File: config.mk
export PLATFORM = sky130hd
export DESIGN_NAME = cpu_instr_sequencer
export DESIGN_NICKNAME = d
export VERILOG_FILES = /design/src/rtl/cpu_seq_pkg.sv /design/src/rtl/seq_prog_mem.sv /design/src/rtl/cpu_instr_sequencer.sv
export SDC_FILE = /design/constraint.sdc
export NUM_CORES = 1
export LEC_CHECK = 0
export BUFFER_PORTS_ARGS = -buffer_cell sky130_fd_sc_hd__buf_2
export CAP_MARGIN = 15
export CORE_UTILIZATION = 26
export CTS_BUF_LIST = sky130_fd_sc_hd__clkbuf_8
export DETAILED_ROUTE_END_ITERATION = 10
export PLACE_DENSITY = 0.53
export SLEW_MARGIN = 20
export SYNTH_ARGS = -nofsm -noshare
export SYNTH_HDL_FRONTEND = slang
export SYNTH_HIERARCHICAL = 1
export SYNTH_SLANG_ARGS = --single-unit
File: constraint.sdc
create_clock -name clk -period 3.04 [get_ports clk]
set_input_delay 0.76 -clock clk [delete_from_list [all_inputs] [get_ports clk]]
set_output_delay 0.76 -clock clk [all_outputs]
set_load 0.005 [all_outputs]
File: src/rtl/cpu_seq_pkg.sv
// ---------------------------------------------------------------------------
// cpu_seq_pkg
//   Shared definitions for the simple_cpu instruction sequencer: instruction
//   class encodings (taken from instruction[19:18]), sequencer states, the
//   default hold-cycle constants and the hold-count decode helper.
// ---------------------------------------------------------------------------
package cpu_seq_pkg;

  localparam logic [1:0] CLS_LOAD  = 2'b10;
  localparam logic [1:0] CLS_STORE = 2'b11;

  localparam int DEF_ALU_CYCLES   = 3;
  localparam int DEF_STORE_CYCLES = 3;
  localparam int DEF_LOAD_CYCLES  = 4;

  // The hold counter is 4 bits wide, so legal hold counts are 1..15.
  localparam int CNT_BITS = 4;

  typedef enum logic [1:0] {
    IDLE = 2'd0,
    RUN  = 2'd1,
    STEP = 2'd2
  } seq_state_t;

  // Returns N-1 for the class: the counter is loaded with this value on the
  // issuing edge and the instruction ends on the edge that sees it at zero.
  function automatic logic [CNT_BITS-1:0] hold_last(input logic [1:0] cls,
                                                    input int alu_n,
                                                    input int store_n,
                                                    input int load_n);
    int n;
    case (cls)
      CLS_LOAD:  n = load_n;
      CLS_STORE: n = store_n;
      default:   n = alu_n;
    endcase
    return CNT_BITS'(n - 1);
  endfunction

endpackage

File: src/rtl/seq_prog_mem.sv
// ---------------------------------------------------------------------------
// seq_prog_mem
//   Program memory for the sequencer: 2^PC_BITS words of INSTR_WIDTH bits.
//   Synchronous write, asynchronous read. Contents are not reset.
// Ports:
//   clk    - write clock
//   we     - write strobe (already qualified by the sequencer)
//   waddr  - write address
//   wdata  - write data
//   raddr  - read address
//   rdata  - read data, combinational from raddr
// ---------------------------------------------------------------------------
module seq_prog_mem #(
  parameter int INSTR_WIDTH = 20,
  parameter int PC_BITS     = 5
) (
  input  logic                   clk,
  input  logic                   we,
  input  logic [PC_BITS-1:0]     waddr,
  input  logic [INSTR_WIDTH-1:0] wdata,
  input  logic [PC_BITS-1:0]     raddr,
  output logic [INSTR_WIDTH-1:0] rdata
);

  logic [INSTR_WIDTH-1:0] mem [2**PC_BITS];

  always_ff @(posedge clk) begin
    if (we) begin
      mem[waddr] <= wdata;
    end
  end

  assign rdata = mem[raddr];

endmodule

File: src/rtl/cpu_instr_sequencer.sv
// ---------------------------------------------------------------------------
// cpu_instr_sequencer
//   Issues program words to simple_cpu one at a time, holding each stable for
//   the number of cycles its class needs (ALU / STORE_R / LOAD_R). Supports a
//   full run (start), single step (step) and a graceful halt (halt_req).
//
// Ports:
//   clk, rst_n      - clock, asynchronous active-low reset
//   prog_we/addr/data - program memory write, honoured only in IDLE
//   last_pc         - address of the final program instruction
//   start, step     - single-cycle requests, accepted only in IDLE
//   halt_req        - stop after the current instruction (RUN only)
//   instruction     - registered word to the CPU (0 when idle)
//   instr_valid     - instruction carries a program word
//   pc              - address of issued word, or next word when idle
//   busy            - high in RUN or STEP
//   done            - one-cycle pulse when a run completes last_pc
//   retired         - (CPU_SEQ_RETIRE_COUNT_EN only) completed instructions
//   state           - FSM state, for observation
//
// Request protocol: start/step are one-cycle pulses sampled on the rising
// edge; they are accepted only when busy is low and prog_we is low in that
// same cycle (prog_we > start > step). Acceptance is visible as busy=1 and
// instr_valid=1 after the sampling edge; there is no acknowledge and dropped
// requests are not remembered.
//
// Optional feature macro: CPU_SEQ_RETIRE_COUNT_EN adds the retired counter.
// ---------------------------------------------------------------------------
module cpu_instr_sequencer
  import cpu_seq_pkg::*;
#(
  parameter int INSTR_WIDTH  = 20,
  parameter int PC_BITS      = 5,
  parameter int ALU_CYCLES   = DEF_ALU_CYCLES,
  parameter int STORE_CYCLES = DEF_STORE_CYCLES,
  parameter int LOAD_CYCLES  = DEF_LOAD_CYCLES
) (
  input  logic                   clk,
  input  logic                   rst_n,
  input  logic                   prog_we,
  input  logic [PC_BITS-1:0]     prog_addr,
  input  logic [INSTR_WIDTH-1:0] prog_data,
  input  logic [PC_BITS-1:0]     last_pc,
  input  logic                   start,
  input  logic                   step,
  input  logic                   halt_req,
  output logic [INSTR_WIDTH-1:0] instruction,
  output logic                   instr_valid,
  output logic [PC_BITS-1:0]     pc,
  output logic                   busy,
  output logic                   done,
`ifdef CPU_SEQ_RETIRE_COUNT_EN
  output logic [15:0]            retired,
`endif
  output seq_state_t             state
);

  logic [CNT_BITS-1:0]    cnt;
  logic                   halt_seen;
  logic                   mem_we;
  logic [PC_BITS-1:0]     rd_addr;
  logic [PC_BITS-1:0]     pc_next;
  logic [INSTR_WIDTH-1:0] rd_data;
  logic [CNT_BITS-1:0]    rd_hold;
  logic                   halt_now;
  logic                   hold_end;

  // Natural wrap modulo 2^PC_BITS.
  assign pc_next = pc + 1'b1;

  // One read port serves all issue cases: mem[0] on start, mem[pc] on step,
  // and mem[pc+1] for back-to-back issue while running.
  always_comb begin
    rd_addr = pc_next;
    if (state == IDLE) begin
      rd_addr = start ? '0 : pc;
    end
  end

  assign mem_we   = prog_we && (state == IDLE);
  assign rd_hold  = hold_last(rd_data[INSTR_WIDTH-1 -: 2],
                              ALU_CYCLES, STORE_CYCLES, LOAD_CYCLES);
  // A halt arriving on the final hold edge still counts for this instruction.
  assign halt_now = halt_seen | halt_req;
  assign hold_end = (state != IDLE) && (cnt == '0);

  seq_prog_mem #(
    .INSTR_WIDTH(INSTR_WIDTH),
    .PC_BITS    (PC_BITS)
  ) u_mem (
    .clk  (clk),
    .we   (mem_we),
    .waddr(prog_addr),
    .wdata(prog_data),
    .raddr(rd_addr),
    .rdata(rd_data)
  );

  always_ff @(posedge clk or negedge rst_n) begin
    if (!rst_n) begin
      state       <= IDLE;
      cnt         <= '0;
      halt_seen   <= 1'b0;
      instruction <= '0;
      instr_valid <= 1'b0;
      pc          <= '0;
      busy        <= 1'b0;
      done        <= 1'b0;
    end else begin
      done <= 1'b0;
      case (state)
        IDLE: begin
          halt_seen <= 1'b0;
          // A write occupies the cycle; a simultaneous start/step is dropped.
          if (!prog_we && start) begin
            state       <= RUN;
            busy        <= 1'b1;
            pc          <= '0;
            instruction <= rd_data;
            instr_valid <= 1'b1;
            cnt         <= rd_hold;
          end else if (!prog_we && step) begin
            state       <= STEP;
            busy        <= 1'b1;
            instruction <= rd_data;
            instr_valid <= 1'b1;
            cnt         <= rd_hold;
          end
        end

        RUN: begin
          if (cnt != '0) begin
            cnt <= cnt - 1'b1;
            if (halt_req) begin
              halt_seen <= 1'b1;
            end
          end else if (pc == last_pc || halt_now) begin
            state       <= IDLE;
            busy        <= 1'b0;
            instruction <= '0;
            instr_valid <= 1'b0;
            halt_seen   <= 1'b0;
            if (pc == last_pc) begin
              done <= 1'b1;
              pc   <= '0;
            end else begin
              pc <= pc_next;
            end
          end else begin
            // Back-to-back issue: next word lands on the edge ending this one.
            pc          <= pc_next;
            instruction <= rd_data;
            cnt         <= rd_hold;
            halt_seen   <= 1'b0;
          end
        end

        STEP: begin
          if (cnt != '0) begin
            cnt <= cnt - 1'b1;
          end else begin
            state       <= IDLE;
            busy        <= 1'b0;
            instruction <= '0;
            instr_valid <= 1'b0;
            halt_seen   <= 1'b0;
            pc          <= (pc == last_pc) ? '0 : pc_next;
          end
        end

        default: begin
          state       <= IDLE;
          cnt         <= '0;
          busy        <= 1'b0;
          instruction <= '0;
          instr_valid <= 1'b0;
          halt_seen   <= 1'b0;
        end
      endcase
    end
  end

`ifdef CPU_SEQ_RETIRE_COUNT_EN
  // Counts hold completions in RUN or STEP; cleared by an accepted start.
  always_ff @(posedge clk or negedge rst_n) begin
    if (!rst_n) begin
      retired <= '0;
    end else if (state == IDLE && !prog_we && start) begin
      retired <= '0;
    end else if (hold_end) begin
      retired <= retired + 16'd1;
    end
  end
`endif

endmodule

==> metrics.cfg <==
[outcome]
status = completed

[synth]
synthFlopType = edfxtp_1
synth_common_cells = 640 x edfxtp_1, 321 x mux2i_1, 80 x a22oi_1
synth_nets = 1598
synth_edf_count = 640
avgSynthCellArea_um2 = 17.33
syn_inst = 1555
ys.warnings.count = 6
yosys.area.top_type = edfxtp_1
synthArstFlopShare_pct = 5.045
synth.area.top_cells = edfxtp_1 71%, mux2i_1 12%, dfrtp_1 3.2%, a22oi_1 2.2%, a22o_1 2.0%
synth.most_common_cell = edfxtp_1
synth_top_area_share_pct = 71.33
ys_seq_area_share_pct = 74.49
synthesis.area_um2 = 26940
synth.distinct_cells = 53
ys_ff_latch = 674

[drt]
postRouteAntennaNets = 0
route.vias.total = 14966
wirelength_um = 70120
drcViolationCount = 0
drt-pass1-iter-count = 5
routed_via_density = 4.595
wl_per_cell_um = 21.53
drt_iter0_drc = 1132

[final_layout]
drive_above_1_share_pct = 24.54
syn_to_final_growth_pct = 19.79
fillers = 10074
nets = 1857
final_cells = 3257
utilization_pct = 31.58

[global_route]
antenna_found_initial = 6
grt_pass1_vias = 15364
grt_pass1_wl_um = 103100
grt_max_degree = 59
groute.usage.overall_pct = 13.42
globalRouteOverflowTotal = 0

[clocking]
root_buffer = clkbuf_8
clock_path_buffers = 3
htreeDepth = 3
cts.sinks = 674
cts_hold_buf = 0
cts_made_buffers = 104
cts_tree = built
clkTransAtPathRegs_ns = 0.06
clk_latency_ns = 0.72

[worst_setup_path]
crit_chain = inv_2 > ha_4 > buf_4 > buf_4 > o21ai_4 > buf_12 > buf_16 > mux2i_4 > a22o_1 > nor3_1 > a31oi_1 > nand3_1 > inv_1 > a2111o_1 > o21ai_0 > mux2_4
arrival_ns = 3.54
crit_buf_inv = 6
crit_slowest_cell = dfrtp_1
startpoint_type = register
path_class = register to register
end_kind = register
critical_path_required_ns = 3.63
cp_common_cell = buf_4
worst-path-max-fanout = 13
cp_slowest_stage_delay_ns = 0.36
crit_family = buffers and inverters

[power]
swShare_pct = 31.46
p_clk_share_pct = 26.3
p_per_area_nw_per_um2 = 814.3
ir_drop_mv = 0.5036
internal_power_w = 0.01801
comb_power_share_pct = 33.2
switchingPower_w = 0.008267
p_leak_nw = 11.36
sequentialPowerShare_pct = 40.4
power.total_w = 0.02628

[sta]
worst_pin_slew_ns = 0.8988
finalHoldViolCount = 0
finalCritPeriodShare_pct = 96.85
layout_min_cycle_time_ns = 2.944
fmax_ghz = 0.3396
drv_slew = 0
fin_tns_setup_ns = 0
setup_viol = 0
finalClockSkew_ns = 0.03685
maxSlewHeadroom_pct = 40.08
rsz0062_at_grt = yes

[place]
dp.cells = 3065
dp_hpwl_um = 44230
port_buffers = 65
gp_congestion = 0.7905

[hold_path]
hold_class = input port to async pin

[die]
die_h_um = 323.9
die-width_um = 323.9
num_rows = 117
core-area_um2 = 102200
ios = 66
initial_utilization_pct = 26.37
die_area_um2 = 104900

[flow_run]
max_cap_violations = 0

-- flip-flops by register name, summed over array words and instances, names as in the netlist --
| signal | flops |
|---|---|
| halt_seen | 1 |
| done | 1 |
| pc | 5 |
| u_mem/mem | 640 |
| instruction | 20 |
| state | 2 |
| busy | 1 |
| cnt | 4 |
-- final timing paths --
path                                               end  slack [ns]  cells after the start                         from
max reg2reg                         cnt[0]$_DFFE_PN0P_         0.1                     16         state[0]$_DFFE_PN0P_
min                        instruction[14]$_DFFE_PN0P_        0.17                      1                        rst_n
min reg2reg                instruction[19]$_DFFE_PN0P_        0.51                      1  instruction[19]$_DFFE_PN0P_
max                                 cnt[0]$_DFFE_PN0P_         0.1                     16         state[0]$_DFFE_PN0P_
min in group clk                 halt_seen$_DFFE_PN0P_        0.32                      3                     halt_req
max in group asynchronous            pc[0]$_DFFE_PN0P_        2.30                      1                        rst_n
-- placed cells by master, fill, tap and decap left out, drive strengths merged, types with 2 or more instances in the layout --
| cell type | instances |
|---|---|
| edfxtp | 640 |
| mux2i | 321 |
| buf | 244 |
| clkbuf | 106 |
| a22oi | 80 |
| a22o | 61 |
| nand2 | 48 |
| nand3 | 46 |
| a21oi | 44 |
| nor2 | 44 |
| inv | 42 |
| clkinv | 36 |
| dfrtp | 34 |
| a31oi | 25 |
| nor3 | 23 |
| nand4 | 20 |
| o21ai | 11 |
| ha | 7 |
| nand3b | 5 |
| mux2 | 5 |
| nand2b | 4 |
| xnor2 | 3 |
| bufinv | 3 |
| or3b | 3 |
| o31ai | 3 |
| or2 | 3 |
| nor2b | 3 |
| diode | 2 |
| xor2 | 2 |
| a21o | 2 |
| a41oi | 2 |
| and2 | 2 |
-- power groups by stage --
stage	Sequential [W]	Clock [W]	Combinational (W)
2_1_floorplan	0.0108	0	0.00551
3_3_place_gp	0.0108	0	0.00818
3_5_place_dp	0.0108	0	0.00823
4_1_cts	0.0106	0.00714	0.00853
5_1_grt	0.0107	0.00751	0.00931
6_report	0.0106	0.00692	0.00873
-- stage by stage --
| step | hold WS [ns] | setup WS (ns) | area (um2) |
|---|---|---|---|
| after floorplan | 0.4644 | -0.01680 | 26940 |
| after global placement | 0.4870 | -0.4299 | 30040 |
| after detailed placement | 0.4947 | -0.3887 | 30040 |
| after CTS | 0.1338 | 0.01409 | 32090 |
| after global routing | 0.2160 | -0.04956 | 32270 |
| final | 0.1728 | 0.09568 | 32270 |
-- worst reg2reg max path: stages (launching register included) --
cell	delay (ns)
dfrtp_1	0.36
inv_2	0.06
ha_4	0.16
buf_4	0.15
buf_4	0.15
o21ai_4	0.16
buf_12	0.15
buf_16	0.17
mux2i_4	0.31
a22o_1	0.17
nor3_1	0.05
a31oi_1	0.19
nand3_1	0.16
inv_1	0.10
a2111o_1	0.11
o21ai_0	0.07
mux2_4	0.29
-- area by class of cell --
type | count | area (um2) | area share [%]
sequential | 674 | 20070 | 62.18
multi-input combinational | 781 | 6467 | 20.04
timing repair buffer | 244 | 2117 | 6.560
tap | 1368 | 1712 | 5.304
clock buffer | 106 | 1459 | 4.520
clock inverter | 73 | 410.4 | 1.272
inverter | 9 | 33.78 | 0.1047
antenna | 2 | 5.005 | 0.01551
-- logic make-up (layout without fill, tap and decap cells) --
logic type                 after synthesis  in the layout  synth area share [%]
adders and majority gates                7              7                0.3251
AOI/OAI and AO/OA                      237            237                 6.460
and+or+nand+nor                        206            206                 3.762
muxes                                  326            326                 12.13
DFF                                    674            674                 74.49
other                                    0              2                     0
buffers and inverters                  100            432                 2.666
xor gates and xnor gates                 5              5                0.1626
-- metal layers --
| layer | GRT usage, % | share of wire [%] | vias up |
|---|---|---|---|
| li1 | - | - | 6721 |
| met1 | 17.40 | 44 | 7755 |
| met2 | 22.45 | 49 | 397 |
| met3 | 2.616 | 5.1 | 91 |
| met4 | 4.329 | 2.0 | 2 |
| met5 | 0 | 0.019 | - |
-- timing repair --
item                                    in CTS  in global routing
setup buffers                                6                  8
endpoints found under the setup margin      15                 19
resized for setup                           23                 28
cloned                                       1                  0
pin swaps                                    6                  9
Note: power is estimated with default switching activity, not from simulation.
